<file path="src/rtl/maxnet_pkg.sv">
// Shared definitions for the MAXNET winner-take-all sequencer.
package maxnet_pkg;

  localparam int unsigned MAX_ITER_DEFAULT = 15;
  localparam int unsigned CNT_W_DEFAULT    = 4;

  typedef logic [2:0] state_t;

  // Legacy-compatible 3-bit state encoding; all eight codes are assigned.
  localparam state_t S_IDLE    = 3'd0;
  localparam state_t S_LOAD    = 3'd1;
  localparam state_t S_FIRST   = 3'd2;
  localparam state_t S_UPDATE  = 3'd3;
  localparam state_t S_CHECK   = 3'd4;
  localparam state_t S_ITER    = 3'd5;
  localparam state_t S_CAPTURE = 3'd6;
  localparam state_t S_DONE    = 3'd7;

endpackage

</file>
<file path="src/rtl/maxnet_controller_iter_counter.sv">
// Saturating iteration counter: counts A-register updates up to MAX_ITER.
module iter_counter
  import maxnet_pkg::*;
#(
  parameter int unsigned MAX_ITER = MAX_ITER_DEFAULT,
  parameter int unsigned CNT_W    = CNT_W_DEFAULT
) (
  input  logic             clk,
  input  logic             rst,
  input  logic             clear,
  input  logic             inc,
  output logic [CNT_W-1:0] count,
  output logic             at_max
);

  localparam logic [CNT_W-1:0] MAX_VAL = CNT_W'(MAX_ITER);

  logic [CNT_W-1:0] count_q;
  logic [CNT_W-1:0] count_d;

  // Clear wins over increment; increment stops at MAX_VAL so the count never wraps.
  always_comb begin
    count_d = count_q;
    if (clear) begin
      count_d = '0;
    end else if (inc && (count_q != MAX_VAL)) begin
      count_d = count_q + 1'b1;
    end
  end

  // Count register with synchronous active-low reset.
  always_ff @(posedge clk) begin
    if (!rst) begin
      count_q <= '0;
    end else begin
      count_q <= count_d;
    end
  end

  assign count  = count_q;
  assign at_max = (count_q == MAX_VAL);

endmodule

</file>
<file path="src/rtl/maxnet_controller.sv">
// Sequencer for the 4-neuron MAXNET datapath: load, first pass, iterate
// until complete or MAX_ITER updates, capture the winner, report done.
module maxnet_controller
  import maxnet_pkg::*;
#(
  parameter int unsigned MAX_ITER = MAX_ITER_DEFAULT,
  parameter int unsigned CNT_W    = CNT_W_DEFAULT
) (
  input  logic             clk,
  input  logic             rst,
  input  logic             start,
  input  logic             complete,
  output logic             sel,
  output logic             en0,
  output logic             en1,
  output logic             en2,
  output logic             en3,
  output logic             busy,
  output logic             done,
  output logic             timeout,
  output logic [CNT_W-1:0] iter_count
);

  state_t state_q;
  state_t state_d;
  logic   timeout_q;
  logic   timeout_d;
  logic   cnt_clear;
  logic   cnt_inc;
  logic   cnt_at_max;

  assign cnt_clear = (state_q == S_IDLE) && start;
  assign cnt_inc   = (state_q == S_UPDATE);

  iter_counter #(
    .MAX_ITER (MAX_ITER),
    .CNT_W    (CNT_W)
  ) u_iter_counter (
    .clk    (clk),
    .rst    (rst),
    .clear  (cnt_clear),
    .inc    (cnt_inc),
    .count  (iter_count),
    .at_max (cnt_at_max)
  );

  // Next-state and timeout-flag logic; complete is only looked at in CHECK.
  always_comb begin
    state_d   = state_q;
    timeout_d = timeout_q;
    case (state_q)
      S_IDLE: begin
        if (start) begin
          state_d   = S_LOAD;
          timeout_d = 1'b0;
        end
      end
      S_LOAD:   state_d = S_FIRST;
      S_FIRST:  state_d = S_UPDATE;
      S_UPDATE: state_d = S_CHECK;
      S_CHECK: begin
        if (complete) begin
          state_d = S_CAPTURE;
        end else if (cnt_at_max) begin
          state_d   = S_CAPTURE;
          timeout_d = 1'b1;
        end else begin
          state_d = S_ITER;
        end
      end
      S_ITER:    state_d = S_UPDATE;
      S_CAPTURE: state_d = S_DONE;
      S_DONE: begin
        if (!start) begin
          state_d = S_IDLE;
        end
      end
      default:   state_d = S_IDLE;
    endcase
  end

  // State and timeout registers with synchronous active-low reset.
  always_ff @(posedge clk) begin
    if (!rst) begin
      state_q   <= S_IDLE;
      timeout_q <= 1'b0;
    end else begin
      state_q   <= state_d;
      timeout_q <= timeout_d;
    end
  end

  // Moore output decode from the registered state only.
  always_comb begin
    sel  = 1'b0;
    en0  = 1'b0;
    en1  = 1'b0;
    en2  = 1'b0;
    en3  = 1'b0;
    busy = 1'b0;
    done = 1'b0;
    case (state_q)
      S_LOAD:    begin en0 = 1'b1; busy = 1'b1; end
      S_FIRST:   begin sel = 1'b1; en1 = 1'b1; busy = 1'b1; end
      S_UPDATE:  begin en2 = 1'b1; busy = 1'b1; end
      S_CHECK:   begin busy = 1'b1; end
      S_ITER:    begin en1 = 1'b1; busy = 1'b1; end
      S_CAPTURE: begin en3 = 1'b1; busy = 1'b1; end
      S_DONE:    begin done = 1'b1; end
      default:   begin end
    endcase
  end

  assign timeout = timeout_q;

endmodule

</file>
<file path="config.mk">
export PLATFORM = sky130hd
export DESIGN_NAME = maxnet_controller
export DESIGN_NICKNAME = d
export VERILOG_FILES = /design/src/rtl/maxnet_pkg.sv /design/src/rtl/maxnet_controller_iter_counter.sv /design/src/rtl/maxnet_controller.sv
export SDC_FILE = /design/constraint.sdc
export NUM_CORES = 1
export LEC_CHECK = 0
export CAP_MARGIN = 10
export CORE_AREA = 2 2 39 41
export CTS_BUF_LIST = sky130_fd_sc_hd__clkbuf_4
export DETAILED_ROUTE_END_ITERATION = 10
export DIE_AREA = 0 0 41 43
export PLACE_DENSITY = 0.63
export SYNTH_ARGS = -nofsm -noshare
export SYNTH_HDL_FRONTEND = slang
export SYNTH_SLANG_ARGS = --single-unit
</file>
<file path="constraint.sdc">
create_clock -name clk -period 4.4 [get_ports clk]
set_clock_uncertainty 0.15 [all_clocks]
set_input_delay 1.1 -clock clk [delete_from_list [all_inputs] [get_ports clk]]
set_output_delay 1.1 -clock clk [all_outputs]
set_load 0.03 [all_outputs]
</file>
==> results of run 1 <==
-- metrics by stage --
step | area, um2 | hold WS [ns] | util | power [mW] | worst slack, ns
2_1_floorplan | 453 | 0.346 | - | 0.112 | 1.47
3_3_place_gp | 606 | 0.304 | 0.438 | 0.128 | 1.52
3_5_place_dp | 606 | 0.317 | 0.438 | 0.129 | 1.48
4_1_cts | 628 | 0.325 | 0.454 | 0.188 | 1.20
5_1_grt | 628 | 0.368 | 0.454 | 0.196 | 1.08
6_report | 628 | 0.320 | 0.454 | 0.184 | 1.21
-- Yosys cell counts (2+ instances only) --
master / n / area, um2
inv_1: 3 / 11.3
nor2_1: 5 / 18.8
dfxtp_1: 8 / 160
and3_1: 2 / 12.5
o21ai_0: 2 / 10.0
clkbuf_1: 2 / 7.51
or3_1: 2 / 12.5
nor3_1: 3 / 15.0
nand2_1: 3 / 11.3
a21boi_0: 2 / 15.0
buf_2: 2 / 10.0
nand2b_1: 2 / 12.5
nand3_1: 2 / 10.0
a21oi_1: 4 / 20.0
o31ai_1: 2 / 15.0
nor3b_1: 2 / 15.0
nand3b_1: 2 / 15.0
-- sequential cells by signal, summed over array words and instances (netlist names) --
register,count
state_q,3
timeout,1
u_iter_counter.count,4
-- tightest hold or removal path: stages, from the launching register on --
cell,delay (ns)
dfxtp_1,0.33
a31oi_1,0.04
nor2_1,0.07
-- area by class of cell --
| class | count | area, um2 |
|---|---|---|
| Inverter | 3 | 11.3 |
| Clock buffer | 3 | 22.5 |
| Sequential cell | 8 | 160 |
| Timing Repair Buffer | 15 | 150 |
| Tap cell | 16 | 20.0 |
| Multi-Input combinational cell | 42 | 264 |
| Fill cell | 149 | 756 |
-- cell families (layout without fill, tap and decap cells) --
| kind of cell | count (synthesis) | count (layout) | share of synthesized area |
|---|---|---|---|
| compound gates | 17 | 17 | 0.271 |
| simple gates | 24 | 24 | 0.285 |
| flops | 8 | 8 | 0.354 |
| buf+inv | 7 | 21 | 0.0635 |
| fa+ha+maj | 1 | 1 | 0.0276 |
-- report_power, final --
| group | switching, mW | internal [mW] |
|---|---|---|
| sequential | 0.00900 | 0.0753 |
| clock | 0.0259 | 0.0313 |
| combinational | 0.0223 | 0.0202 |
| total | 0.0573 | 0.127 |
-- routing by layer --
layer  GRT usage  routed length, um  part of all wire
met1       0.132                412              0.45
met2       0.169                411              0.45
met3      0.0838                 82             0.091
met4      0.0400                  0                 0
met5           0                  0                 0
-- cell usage in the layout (no fill, tap or decap), types with 3 or more instances in the layout --
master            n
nor2_1            5
nand2_1           3
clkdlybuf4s50_1  15
nor3_1            3
dfxtp_1           8
inv_1             3
a21oi_1           4
clkbuf_4          3
-- how the worst max path moves through the flow --
| stage | to | slack (ns) | cells past startpoint |
|---|---|---|---|
| finish | en2 | 1.21 | 3 |
| global route | en1 | 1.08 | 3 |
| floorplan | en1 | 1.47 | 3 |
| global placement | en2 | 1.52 | 3 |
| CTS | en2 | 1.20 | 3 |
| detailed placement | en2 | 1.48 | 3 |
==> metrics.md, run 1 <==
| Metric | Value |
|---|---|
| Status | `finished clean` |
| CTS Buf Count | `3` |
| CTS tree | `built` |
| First-pass DRT Iterations | `4` |
| Root buffer cell | `clkbuf_4` |
| CP Capture Type | `output pin` |
| N_diodes | `0` |
| Nets | `78` |
| Finished Layout Cells | `87` |
| CP max stage cell | `clkdlybuf4s50_1` |
| Row cnt | `14` |
| EDFF count, synth | `0` |
| Routed wire length per instance | `10.4 um` |
| Worst Path Required | `approximately 3.2 ns` |
| Clk_lat worst skew | `between 0.2 and 0.3 ns` |
| Placed cell count | `84` |
| Max incr delay on CP | `between 0.6 and 0.7 ns` |
| Leakage | `between 0.2 and 0.25 nW` |
| Drt total wl | `around 900 um` |
| FF-to-FF Start | `state_q[0]` |
| Crit path kind | `register to output pin` |
| Chip height | `roughly 43 um` |
| Worst-path clk slew | `roughly 0.060 ns` |
| # clock sinks | `8` |
| GRT Total Usage | `0.118` |
| Avg Synthesized Cell Area | `roughly 8 um2` |
| Setup_tns | `0 ns` |
| Initial Utilization | `0.327` |
| Worst Setup Start Kind | `register` |
| # port buffers | `15` |
| Crit-path max FO | `15` |
| Max Buffers Root-to-Sink | `2` |
| Syn Nets | `62` |
| CTS Hold Bufs | `0` |
| FFs w/ async S/R, synth | `0` |
| Vias in the first global route | `363` |
| CTS H-tree lvls | `1` |
| Final HPWL DP | `~640 um` |
| Hold Path End | `timeout` |
| Syn Inst Count | `57` |
| Final period util | `0.725` |
| Layout cells sized above 1 | `0.0563` |
| Highest clock rate | `~310 MHz` |
| RSZ-0062 raised after global routing | `false` |
| CP arrival | `a little under 2 ns` |
| Main synth FF type | `dfxtp_1` |
| Remaining Overflow, GRT | `0` |
| Cell Pwr Density | `293 nW/um2` |
| Seq/Total Area, Yosys | `0.354` |
| Pin count of the biggest net entering global routing | `16` |
| Placer Congestion | `0.679` |
| Distinct cells, synth | `26` |
| Max Cap Viol | `0` |
| Synthesized cell area | `453 um2` |
| Max VDD drop | `between 0.00015 and 0.0002 V` |
| CP cell instances | `nand3b_1 -> inv_1 -> clkdlybuf4s50_1` |
| Yosys reg bits | `8` |
| Layout area overhead | `38.7%` |
| Crit-path leading delay family | `buffers and inverters` |
| 1st-iter DRT viols | `5` |
| CP startpoint | `state_q[0]` |
| ANT nets after route | `0` |
| Vias per cell | `5.22` |
| Die Footprint | `~1800 um2` |
| Total core area | `between 1000 and 1500 um2` |
| WP buf/inv | `2` |
| # setup viols final | `0` |
| Worst Reg-to-Reg Cells | `3` |
| Max_slew headroom | `0.649` |
| Setup Buffers After CTS | `0` |
| Ports | `16` |
| Hold WC Path Type | `register to register` |
| Antenna violations before repair | `0` |
| # DRC | `0` |
| Slew Limit Fails | `0` |
| Synth warnings | `0` |
| Hold path startpoint | `timeout` |
| Min cycle time layout | `between 3 and 4 ns` |
| R2R setup slack | `2.81 ns` |
| Final hold violations | `0` |
| Global-route wire length before repair | `about 1.4 mm` |
| Worst slew pin tran | `0.520 ns` |
| Via count | `between 400 and 500` |
| Reg2reg end | `u_iter_counter.count[0]` |
| Hold depth | `2` |
| Die Wd | `approximately 41 um` |
| Post_cts resized | `0` |
Note: power is estimated with default switching activity, not from simulation.
==> inputs of run 2 (changes only) <==
--- a/config.mk
+++ b/config.mk
@@ -10,7 +10,7 @@
 export CTS_BUF_LIST = sky130_fd_sc_hd__clkbuf_4
 export DETAILED_ROUTE_END_ITERATION = 10
 export DIE_AREA = 0 0 41 43
-export PLACE_DENSITY = 0.63
+export PLACE_DENSITY = 0.66
 export SYNTH_ARGS = -nofsm -noshare
 export SYNTH_HDL_FRONTEND = slang
 export SYNTH_SLANG_ARGS = --single-unit
==> constraint.sdc (replaced) <==
create_clock -name clk -period 2.91 [get_ports clk]
set_clock_uncertainty 0.15 [all_clocks]
set_input_delay 0.7275 -clock clk [delete_from_list [all_inputs] [get_ports clk]]
set_output_delay 0.7275 -clock clk [all_outputs]
set_load 0.03 [all_outputs]
==> run 2 against run 1 <==
Die area stayed put. Non-clock buffer count is 1 higher. Via count is 1.1% lower. Core utilization is 0.54 points higher. Critical path depth stayed put. Critical path type unchanged. Largest cell class unchanged. Highest routed layer unchanged.
==> metrics.md, run 2 (synthesis gave the netlist of run 1 again) <==
| Metric | Value |
|---|---|
| CTS H-tree lvls | `1` |
| Final hold violations | `0` |
| Die Wd | `41 um` |
| Worst-path clk slew | `approximately 0.050 ns` |
| Worst Setup Start Kind | `register` |
| CP cell instances | `nor3b_1 -> a21o_1 -> clkdlybuf4s50_1` |
| Crit-path max FO | `14` |
| Hold Path End | `timeout` |
| Final HPWL DP | `663 um` |
| Via count | `between 400 and 500` |
| Max Cap Viol | `0` |
| # port buffers | `15` |
| Layout area overhead | `40.3%` |
| Chip height | `~43 um` |
| Remaining Overflow, GRT | `0` |
| Initial Utilization | `0.327` |
| Min cycle time layout | `about 2.8 ns` |
| Pwr Total | `roughly 280 uW` |
| First-pass DRT Iterations | `6` |
| Post_cts resized | `0` |
| Worst Path Required | `~2 ns` |
| Max VDD drop | `about 0.00021 V` |
| Global-route wire length before repair | `~1.4 mm` |
| Row cnt | `14` |
| CTS Hold Bufs | `0` |
| Routed wire length per instance | `around 11 um` |
| Max Buffers Root-to-Sink | `2` |
| N_diodes | `0` |
| Hold path startpoint | `timeout` |
| GRT Total Usage | `0.117` |
| Vias per cell | `between 5 and 6` |
| Hold WC Path Type | `register to register` |
| Max incr delay on CP | `roughly 0.66 ns` |
| Vias in the first global route | `345` |
| Setup_tns | `0 ns` |
| CP startpoint | `state_q[1]` |
| Max_slew headroom | `0.658` |
| Worst Reg-to-Reg Cells | `4` |
| Reg2reg end | `u_iter_counter.count[0]` |
| Pin count of the biggest net entering global routing | `16` |
| Layout cells sized above 1 | `0.0694` |
| Nets | `between 70 and 80` |
| Leakage | `between 0.2 and 0.25 nW` |
| Antenna violations before repair | `0` |
| 1st-iter DRT viols | `8` |
| Total core area | `between 1000 and 1500 um2` |
| Setup slack at placement | `approximately 0.4 ns` |
| # DRC | `0` |
| Placer Congestion | `a little under 0.7` |
| RSZ-0062 raised after global routing | `false` |
| Commonest non-fill, non-tap cells in the layout | `15 x clkdlybuf4s50_1, 8 x dfxtp_1, 5 x nor2_1, 4 x a21oi_1` |
| Hold_ws | `approximately 0.33 ns` |
| FILL cells | `~150` |
| FF-to-FF Start | `state_q[0]` |
| CTS tree | `built` |
| Die Footprint | `about 1800 um2` |
| Crit path kind | `register to output pin` |
| CP Capture Type | `output pin` |
| Worst slew pin tran | `0.508 ns` |
| Clk_lat worst skew | `0.25 ns` |
| Hold depth | `2` |
| Highest clock rate | `~360 MHz` |
| # setup viols final | `0` |
| Drt total wl | `a little over 900 um` |
| Final WS setup | `about 0.14 ns` |
| Final Util | `0.459` |
| Root buffer cell | `clkbuf_4` |
| Cell Pwr Density | `between 400 and 500 nW/um2` |
| Final period util | `0.951` |
| CP arrival | `roughly 1.9 ns` |
| Status | `finished clean` |
| Ports | `16` |
| Setup Buffers After CTS | `0` |
| R2R setup slack | `1.30 ns` |
| # clock sinks | `8` |
| CP max stage cell | `clkdlybuf4s50_1` |
| Slew Limit Fails | `0` |
| ANT nets after route | `0` |
| CTS Buf Count | `3` |
| Commonest non-fill, non-tap cell in the layout | `clkdlybuf4s50_1` |
| Largest register FFs | `4` |
==> run 2: changes by cell type in the layout (fill, tap and decap cells not counted) <==
cell	delta
buf_4	+1
==> run 2: through the flow <==
stage / instance area (um2) / std cells
4_1_cts: 636 / 88
3_5_place_dp: 613 / 85
5_1_grt: 636 / 88
6_report: 636 / 88
2_1_floorplan: 453 / 57
3_3_place_gp: 613 / 85
==> run 2: where the power goes <==
group | internal [mW] | total [mW] | switching [mW]
clock | 0.0470 | 0.0825 | 0.0354
sequential | 0.114 | 0.128 | 0.0138
combinational | 0.0313 | 0.0655 | 0.0342
total | 0.192 | 0.276 | 0.0835
==> run 2: worst max-delay path: cells and delay by family, from the launching register on <==
family                 cells  cell delay (ns)
buffers and inverters      1             0.66
AND/OR/NAND/NOR            1             0.29
flip-flops                 1             0.58
AO/OA/AOI/OAI              1             0.11
==> run 2: worst max-delay path by stage <==
stage               endpoint  slack, ns
floorplan                en1       0.35
global placement         en1       0.44
detailed placement       en1       0.40
CTS                      en1       0.12
global route             en1       0.03
finish                   en1       0.14
==> run 2: cell type report <==
cell class / instances / area [um2] / share of cell area
multi-input combinational: 42 / 264 / 0.415
sequential: 8 / 160 / 0.252
timing repair buffer: 16 / 158 / 0.248
clock buffer: 3 / 22.5 / 0.0354
tap: 16 / 20.0 / 0.0315
inverter: 3 / 11.3 / 0.0177
==> run 2: per-layer routing <==
layer  GRT usage  vias up  part of all wire
met3      0.0314        0             0.064
met2       0.169       13              0.44
met1       0.154      200              0.49
met5           0        -                 0
met4      0.0600        0                 0
li1            -      236                 -
